## config.mk

```make
export PLATFORM = sky130hd
export DESIGN_NAME = imsic_setipnum_queue
export DESIGN_NICKNAME = d
export VERILOG_FILES = /design/src/rtl/imsic_setipnum_queue.sv
export SDC_FILE = /design/constraint.sdc
export NUM_CORES = 1
export LEC_CHECK = 0
export CORE_MARGIN = 10
export CORE_UTILIZATION = 27
export DETAILED_ROUTE_END_ITERATION = 6
export DONT_BUFFER_PORTS = 1
export SKIP_CTS_REPAIR_TIMING = 1
export SLEW_MARGIN = 0
export SYNTH_ARGS = -nofsm -noshare
export SYNTH_HDL_FRONTEND = slang
export SYNTH_HIERARCHICAL = 1
export SYNTH_SLANG_ARGS = --single-unit
export TNS_END_PERCENT = 100
```

## constraint.sdc

```tcl
create_clock -name i_clk -period 3.9 [get_ports i_clk]
set_clock_uncertainty 0.1 [all_clocks]
set_input_delay 0.39 -clock i_clk [delete_from_list [all_inputs] [get_ports i_clk]]
set_output_delay 0.39 -clock i_clk [all_outputs]
set_load 0.03 [all_outputs]
```

## src/rtl/imsic_setipnum_queue.sv

```systemverilog
// imsic_setipnum_queue: buffered IMSIC MSI write front end.
// Decodes seteipnum_le/be writes to each hart's M and S/VS interrupt-file
// pages. Valid identities are queued per file and handed to the file over
// valid/ready.
// Optional: define IMSIC_SETIPNUM_DROP_CNT_EN for per-file 16-bit drop
// counters at page offset 0x008.

// Per-file identity FIFO. The count is one bit wider than the pointers so
// that full and empty can be told apart.
module imsic_setipnum_fifo #(
    parameter int DEPTH = 4,
    parameter int W     = 6
) (
    input  logic         i_clk,
    input  logic         i_rst,
    input  logic         i_push,
    input  logic [W-1:0] i_data,
    input  logic         i_ready,
    output logic [W-1:0] o_data,
    output logic         o_valid,
    output logic         o_full
);
    localparam int PTR_W = $clog2(DEPTH);

    logic [W-1:0]     r_mem [DEPTH];
    logic [PTR_W-1:0] r_wr_ptr;
    logic [PTR_W-1:0] r_rd_ptr;
    logic [PTR_W:0]   r_count;
    logic             w_pop;
    logic             w_push_ok;

    assign o_valid   = (r_count != '0);
    assign o_full    = (r_count == (PTR_W+1)'(DEPTH));
    assign o_data    = o_valid ? r_mem[r_rd_ptr] : '0;
    assign w_pop     = o_valid & i_ready;
    // A push into a full FIFO still lands when the head leaves this cycle.
    assign w_push_ok = i_push & (~o_full | w_pop);

    // Storage write; contents need no reset because the count gates them.
    always_ff @(posedge i_clk) begin
        if (w_push_ok) r_mem[r_wr_ptr] <= i_data;
    end

    // Pointer and occupancy tracking.
    always_ff @(posedge i_clk) begin
        if (i_rst) begin
            r_wr_ptr <= '0;
            r_rd_ptr <= '0;
            r_count  <= '0;
        end else begin
            if (w_push_ok) r_wr_ptr <= r_wr_ptr + 1'b1;
            if (w_pop)     r_rd_ptr <= r_rd_ptr + 1'b1;
            if (w_push_ok && !w_pop)      r_count <= r_count + 1'b1;
            else if (!w_push_ok && w_pop) r_count <= r_count - 1'b1;
        end
    end
endmodule

module imsic_setipnum_queue #(
    parameter int                NR_IMSICS             = 1,
    parameter int                NR_VS_FILES_PER_IMSIC = 0,
    parameter int                NR_INTP_FILES         = 2 + NR_VS_FILES_PER_IMSIC,
    parameter int                NR_SRC                = 64,
    parameter int                SRC_W                 = $clog2(NR_SRC),
    parameter int                FIFO_DEPTH            = 4,
    parameter int                ADDR_W                = 32,
    parameter logic [ADDR_W-1:0] IMSIC_M_BASE_ADDR     = 32'h24000000,
    parameter logic [ADDR_W-1:0] IMSIC_S_BASE_ADDR     = 32'h28000000
) (
    input  logic                                           i_clk,
    input  logic                                           i_rst,
    input  logic                                           i_en,
    input  logic                                           i_we,
    input  logic [ADDR_W-1:0]                              i_addr,
    input  logic [31:0]                                    i_wdata,
    output logic [31:0]                                    o_rdata,
    output logic                                           o_rvalid,
    output logic [NR_IMSICS*NR_INTP_FILES-1:0][SRC_W-1:0]  o_setipnum,
    output logic [NR_IMSICS*NR_INTP_FILES-1:0]             o_setipnum_valid,
    input  logic [NR_IMSICS*NR_INTP_FILES-1:0]             i_setipnum_ready,
    output logic                                           o_drop
);
    localparam int NF = NR_IMSICS * NR_INTP_FILES;

    logic [11:0]   w_off;
    logic [31:0]   w_id;
    logic          w_set;
    logic          w_rd;
    logic [NF-1:0] w_hit;
    logic [NF-1:0] w_push;
    logic [NF-1:0] w_full;
    logic [NF-1:0] w_drop;
    logic [31:0]   w_rdata_nxt;
    logic [31:0]   r_rdata;
    logic          r_rvalid;
    logic          r_drop;

    assign w_off = i_addr[11:0];
    // Offset 0x004 carries the identity byte-reversed.
    assign w_id  = (w_off == 12'h004) ?
                   {i_wdata[7:0], i_wdata[15:8], i_wdata[23:16], i_wdata[31:24]} : i_wdata;
    // Out-of-range identities are discarded quietly, never counted as drops.
    assign w_set = i_en & i_we & ((w_off == 12'h000) | (w_off == 12'h004)) &
                   (w_id != 32'd0) & (w_id < 32'(NR_SRC));
    assign w_rd  = i_en & ~i_we;

    for (genvar f = 0; f < NF; f++) begin : g_file
        localparam int H = f / NR_INTP_FILES;
        localparam int K = f % NR_INTP_FILES;
        // M pages are one per hart; S/VS pages pack (NR_INTP_FILES-1) per hart.
        localparam logic [ADDR_W-1:0] PAGE = (K == 0) ?
            ADDR_W'(IMSIC_M_BASE_ADDR + H * 32'h1000) :
            ADDR_W'(IMSIC_S_BASE_ADDR + (H * (NR_INTP_FILES - 1) + K - 1) * 32'h1000);

        assign w_hit[f]  = (i_addr[ADDR_W-1:12] == PAGE[ADDR_W-1:12]);
        assign w_push[f] = w_set & w_hit[f];
        assign w_drop[f] = w_push[f] & w_full[f] &
                           ~(o_setipnum_valid[f] & i_setipnum_ready[f]);

        imsic_setipnum_fifo #(.DEPTH(FIFO_DEPTH), .W(SRC_W)) u_fifo (
            .i_clk   (i_clk),
            .i_rst   (i_rst),
            .i_push  (w_push[f]),
            .i_data  (w_id[SRC_W-1:0]),
            .i_ready (i_setipnum_ready[f]),
            .o_data  (o_setipnum[f]),
            .o_valid (o_setipnum_valid[f]),
            .o_full  (w_full[f])
        );
    end

`ifdef IMSIC_SETIPNUM_DROP_CNT_EN
    logic [15:0]   r_cnt [NF];
    logic [NF-1:0] w_clr;

    assign w_clr = {NF{i_en & i_we & (w_off == 12'h008)}} & w_hit;

    // Saturating per-file drop counters; a clear racing a drop keeps the drop.
    always_ff @(posedge i_clk) begin
        for (int f = 0; f < NF; f++) begin
            if (i_rst)                                r_cnt[f] <= '0;
            else if (w_clr[f])                        r_cnt[f] <= w_drop[f] ? 16'd1 : 16'd0;
            else if (w_drop[f] && r_cnt[f] != 16'hFFFF) r_cnt[f] <= r_cnt[f] + 16'd1;
        end
    end

    // Read mux: only offset 0x008 of a decoded page returns data.
    always_comb begin
        w_rdata_nxt = '0;
        if (w_off == 12'h008) begin
            for (int f = 0; f < NF; f++)
                if (w_hit[f]) w_rdata_nxt = {16'b0, r_cnt[f]};
        end
    end
`else
    assign w_rdata_nxt = '0;
`endif

    // Registered read response and drop pulse.
    always_ff @(posedge i_clk) begin
        if (i_rst) begin
            r_rdata  <= '0;
            r_rvalid <= 1'b0;
            r_drop   <= 1'b0;
        end else begin
            r_rvalid <= w_rd;
            r_rdata  <= w_rd ? w_rdata_nxt : 32'd0;
            r_drop   <= |w_drop;
        end
    end

    assign o_rdata  = r_rdata;
    assign o_rvalid = r_rvalid;
    assign o_drop   = r_drop;
endmodule

```

# == Yosys cells after proc, flatten, opt, wreduce, memory -nomap -nowiden ==
# Memory sizes are Yosys's and may differ from the RTL's. A register that Yosys moved wholly into a read port is not among the register bits.
# Cells that the tools add are included.
# word_totals
regBits,16
ramBits,48
inputBits,70
out_inout_bits,48
wordCells,77
n_memories,2
# classes
add_sub_neg,8
n_lt_le_gt_ge,1
n_eq_ne,5
n_mux,15
bitwise,23
n_reduce_logical,15
# memory_table
memory,depth,word_bits,rd,rd_clocked_by_memory_dff,write_ports,line,source
g_file[0].u_fifo.r_mem,4,6,1,1,1,25,logic [W-1:0] r_mem [DEPTH];
g_file[1].u_fifo.r_mem,4,6,1,1,1,25,
# op_table
cell,count
$eq A20 B18 Y1 const B,2
$lt A32 B7 Y1 const B,1
$mux W32,1
$reduce_bool A32 Y1,1
$and A1 B1 Y1,15
$eq A12 B3 Y1 const B,1
$logic_not A12 Y1,1
$mux W3,4
$mux W6,2
$add A2 B1 Y2 const B,4
$mux W2,4
$add A3 B1 Y3 const B,2
$eq A3 B3 Y1 const B,2
$reduce_bool A3 Y1,2
$sub A3 B1 Y3 const B,2
$not A1 Y1,5
$logic_and A1 B1 Y1,4
$logic_not A1 Y1,4
$mux W1,4
$reduce_bool A2 Y1,2
$or A1 B1 Y1,3
$reduce_or A2 Y1,1

# == Longest topological paths before layout ==
# Gate-level depths: netlist of run 1.
# depth
word_depth,11
depth_mapped,11

# == By module ==
# The synthesis of run 1 kept the hierarchy.
# by_module_without_submodules
mod,n_inst,cells_per_inst,area_per_inst_um2,seq_area_each_um2
imsic_setipnum_fifo,2,87,1411.4,900.9
imsic_setipnum_queue,1,77,675.6,40.0

# == Least setup slack after synthesis of run 1 ==
# No wires, ideal clock.
# synth_timing
path_kind,input to register
from,in i_wdata[4]
to,reg g_file[0].u_fifo.r_count[2]
arrival_ns,3.001
required_time_ns,3.730
slack_ns,0.729
cell_stages,11
path_buffers,0
cell_sequence,or4_4 -> nor4b_2 -> o2111ai_1 -> nor4_1 -> a21boi_4 -> ha_1 -> inv_1 -> fa_1 -> xor2_1 -> or3_1 -> a21oi_1
# synth_between
elab_chain_len,9
word_cells_on_any_way,12
# synth_lines
item,line,source
start: declaration,75,"input logic [31:0] i_wdata,"
$mux W32 (*),100,assign w_id = (w_off == 12'h004) ?
"parallel branches: the longest is 2 deep, another holds $lt A32 B7 Y1",-,
$and A1 B1 Y1 (*),104,(w_id != 32'd0) & (w_id < 32'(NR_SRC));
$and A1 B1 Y1 (*),116,assign w_push[f] = w_set & w_hit[f];
net w_push[0],90,logic [NF-1:0] w_push;
$and A1 B1 Y1 (*),37,assign w_push_ok = i_push & (~o_full | w_pop);
net g_file[0].u_fifo.w_push_ok,30,logic w_push_ok;
$logic_not A1 Y1,54,else if (!w_push_ok && w_pop) r_count <= r_count - 1'b1;
$logic_and A1 B1 Y1,54,
$reduce_bool A2 Y1 (no source line),-,
end signal: assignment,53,if (w_push_ok && !w_pop) r_count <= r_count + 1'b1;
end signal: assignment,54,
end: declaration,28,logic [PTR_W:0] r_count;
# Mark *: on every way through the listed nets, which the timed path passes.
# A chain may end at the register's enable or synchronous reset.

# == Worst setup path after layout of run 1 ==
# layout_timing
from,in i_wdata[28]
to,reg g_file[1].u_fifo.r_count[2]
# layout_between
elab_chain_len,9
word_cells_on_any_way,12
# layout_lines
item,line
$mux W32 (*),100
"parallel branches: the longest is 2 deep, another holds $lt A32 B7 Y1",-
$and A1 B1 Y1 (*),104
$and A1 B1 Y1 (*),116
net w_push[1],90
$and A1 B1 Y1 (*),37
net g_file[1].u_fifo.w_push_ok,30
$logic_not A1 Y1,54
$logic_and A1 B1 Y1,54
$reduce_bool A2 Y1 (no source line),-
end signal: assignment,53
end signal: assignment,54
end: declaration,28
# Marked as above.

==> impl_metrics.toml, run 1 <==
[routing]
routed_via_density = 4.34
routed-via-count = 1882
detail-route-antenna-nets = 0
routed_wl_mm = 8.30
route.detailed.drc = 0
drt_iter0_drc = 115
wl_per_cell_um = 19.1
drt_first_pass_iters = 4

[timing]
timing.slew.headroom_pct = 56.9
finalSetupViolCount = 0
hold_violations = 0
rsz0062_at_grt = "no"
fin_setup_tns_ns = 0
tightestPinTransition_ns = 0.643
drv_slew = 0
period_share_pct = 87.0
fmax_mhz = 295
period_minus_slack_ns = 3.39

[floorplanning]
die_x_um = 134
row_count = 41
die_y_um = 134
core-area_um2 = 12700
ios = 118
start_util_pct = 27.6
die_area_um2 = 17900

[synthesis]
netlist-cell-type-count = 41
synthesis.area_um2 = 3500
syn_inst = 251
yosysSeqAreaShare_pct = 52.6
synth_edf_count = 48
ys_seq_elements = 68
yosys_warnings = 6
synthFlopType = "edfxtp_1"
async_reset_ff_share_pct = 0
syn_avg_cell_area_um2 = 13.9

[clocking]
cts_buffers = 9
cts_tree = "built"
clock_latency_ns = 0.33
cts.sinks = 68
cts_root_buffer = "clkbuf_16"
htreeDepth = 3
ctsLongestPathBuffers = 2
clk_pin_slew_ns = 0.06

[critical_path]
r2r-end = "g_file[1].u_fifo/r_count[2]"
critical_path_arrival_ns = 3.56
crit_type = "primary input to flip-flop"
path_max_fanout = 7
ff2ff_setup_slack_ns = 1.56
endpoint_kind = "flip-flop"
cp.required_ns = 4.06
cp_slowest_stage_delay_ns = 0.55
critPathMostFrequentCell = "nor4_1"
crit_chain = "or4_1, nor4_1, o2111ai_1, nor4_1, a21boi_4, ha_1, inv_1, fa_1, xor2_1, or3_1, a21oi_1"
cp_slowest_cell = "or4_1"
r2r_start = "g_file[1].u_fifo/r_count[0]"
critPathLaunchType = "primary input"
rr_worst_depth = 8

[final_layout]
final_cell_mix = "48 x edfxtp_1, 32 x conb_1, 20 x dfxtp_1"
area_growth_pct = 11.1
final_common_cell = "edfxtp_1"
instances_no_fill = 434
diodes = 0
stdcell_area_um2 = 3880
nets = 339
drive_gt1_share_pct = 17.2

[placement]
dpl.hpwl_mm = 6.63
dp_cells = 418
place_area_um2 = 3570
io_buffers = 0
routabilityCongestion = 0.694

[global_routing]
grt_antenna_before_repair = 0
grt_overflow = 0
grt_pass1_vias = 2049
grt_max_degree = 23
grtUsageTotal_pct = 9.26
grt_pass1_wl_mm = 12.4

[run]
maxCapViolations = 0

[status]
outcome = "finished, final reports clean"

[pwr]
finalPower_mw = 1.69
vdd_ir_drop_max_mv = 0.210
power_leakage_nw = 1.34
pwr_density_cell_nw_per_um2 = 436

[min_path]
worstHoldStart = "i_we"
hold_depth = 1
hold_end = "o_rvalid"
hold_class = "primary input to flip-flop"
-- how the worst max path moves through the flow --
| stage | from | endpoint | slack, ns |
|---|---|---|---|
| 5_1_grt | i_wdata[28] | g_file[0].u_fifo/r_count[2] | 0.48 |
| 2_1_floorplan | i_wdata[4] | g_file[0].u_fifo/r_count[2] | 0.73 |
| 4_1_cts | i_wdata[28] | g_file[1].u_fifo/r_count[2] | 0.60 |
| 3_3_place_gp | i_wdata[28] | g_file[0].u_fifo/r_count[2] | 0.40 |
| 6_report | i_wdata[28] | g_file[1].u_fifo/r_count[2] | 0.51 |
| 3_5_place_dp | i_wdata[28] | g_file[1].u_fifo/r_count[2] | 0.26 |
-- synthesized netlist by cell type (3+ instances only) --
cell type | instances | area, µm²
and2_1 | 8 | 50.1
ha_1 | 10 | 125
nor3_1 | 3 | 15.0
nor4_4 | 3 | 63.8
nand2b_1 | 6 | 37.5
and2b_1 | 12 | 90.1
mux4_2 | 12 | 270
edfxtp_1 | 48 | 1440
nor4_1 | 9 | 56.3
inv_1 | 12 | 45.0
nor2_1 | 12 | 45.0
mux2i_1 | 4 | 40.0
buf_4 | 34 | 255
or3_1 | 4 | 25.0
o21ai_0 | 4 | 20.0
a21oi_1 | 5 | 25.0
dfxtp_1 | 20 | 400
xor2_1 | 6 | 52.6
mux2_1 | 6 | 67.6
-- power breakdown --
part	switching, mW	leakage [nW]	internal (mW)
combinational	0.0540	0.598	0.00860
clock	0.300	0.149	0.559
sequential	0.00101	0.592	0.772
-- cell families (layout without fill, tap and decap cells) --
logic type / after synthesis / in the layout / share of synthesized area (%)
adders and majority gates: 12 / 12 / 4.72
buffers and inverters: 48 / 28 / 8.80
other: 1 / 32 / 0.107
DFF: 68 / 68 / 52.6
and+or+nand+nor: 75 / 75 / 16.4
xor gates and xnor gates: 6 / 6 / 1.50
AOI/OAI and AO/OA: 16 / 16 / 3.83
muxes: 25 / 25 / 12.0
-- per-layer routing --
metal  up-vias  share of wire, %  global-route usage [%]
met5         -                 0                       0
met4         0               1.6                    3.99
met3        10                14                    6.01
met2       101                42                    12.8
met1       893                43                    11.0
li1        878                 -                       -
-- critical path, delay by kind of cell --
family / cells / cell delay, ns
simple gates: 4 / 1.64
compound gates: 3 / 0.71
fa+ha+maj: 2 / 0.61
xor+xnor: 1 / 0.16
buf+inv: 1 / 0.07
-- area by class of cell --
type / count / area, µm²
fillers: 1285 / 8790
flip-flops and latches: 68 / 1840
multi-input cells: 166 / 1470
clock buffers: 10 / 229
well taps: 172 / 215
clock inverters: 6 / 88.8
inverters: 12 / 45.0
-- flip-flops by register name (all words and copies together), names as in the netlist, named ones only --
name                    count
o_rvalid                    1
o_drop                      1
g_file.u_fifo/r_count       6
g_file.u_fifo/r_rd_ptr      4
g_file.u_fifo/r_mem        48
g_file.u_fifo/r_wr_ptr      4
-- stage by stage --
stage	hold slack, ns	util (%)	worst slack [ns]
after floorplan	0.359	-	0.729
after global placement	0.365	28.2	0.403
after global routing	0.00784	30.7	0.480
final	0.0241	30.7	0.508
after detailed placement	0.371	28.2	0.262
after CTS	0.00848	30.7	0.599
Note: power is estimated with default switching activity, not from simulation.
==> run 2: changes to the inputs <==
==> constraint.sdc (replaced) <==
create_clock -name i_clk -period 3.9 [get_ports i_clk]
set_clock_uncertainty 0.1 [all_clocks]
set_input_delay 0.39 -clock i_clk [delete_from_list [all_inputs] [get_ports i_clk]]
set_output_delay 0.39 -clock i_clk [all_outputs]
set_load 0.01 [all_outputs]
==> results of run 2 <==
Same layout as run 1 (identical final DEF). Status: finished, final reports clean.
Among the figures that moved: total power 1.69 mW -> 1.67 mW
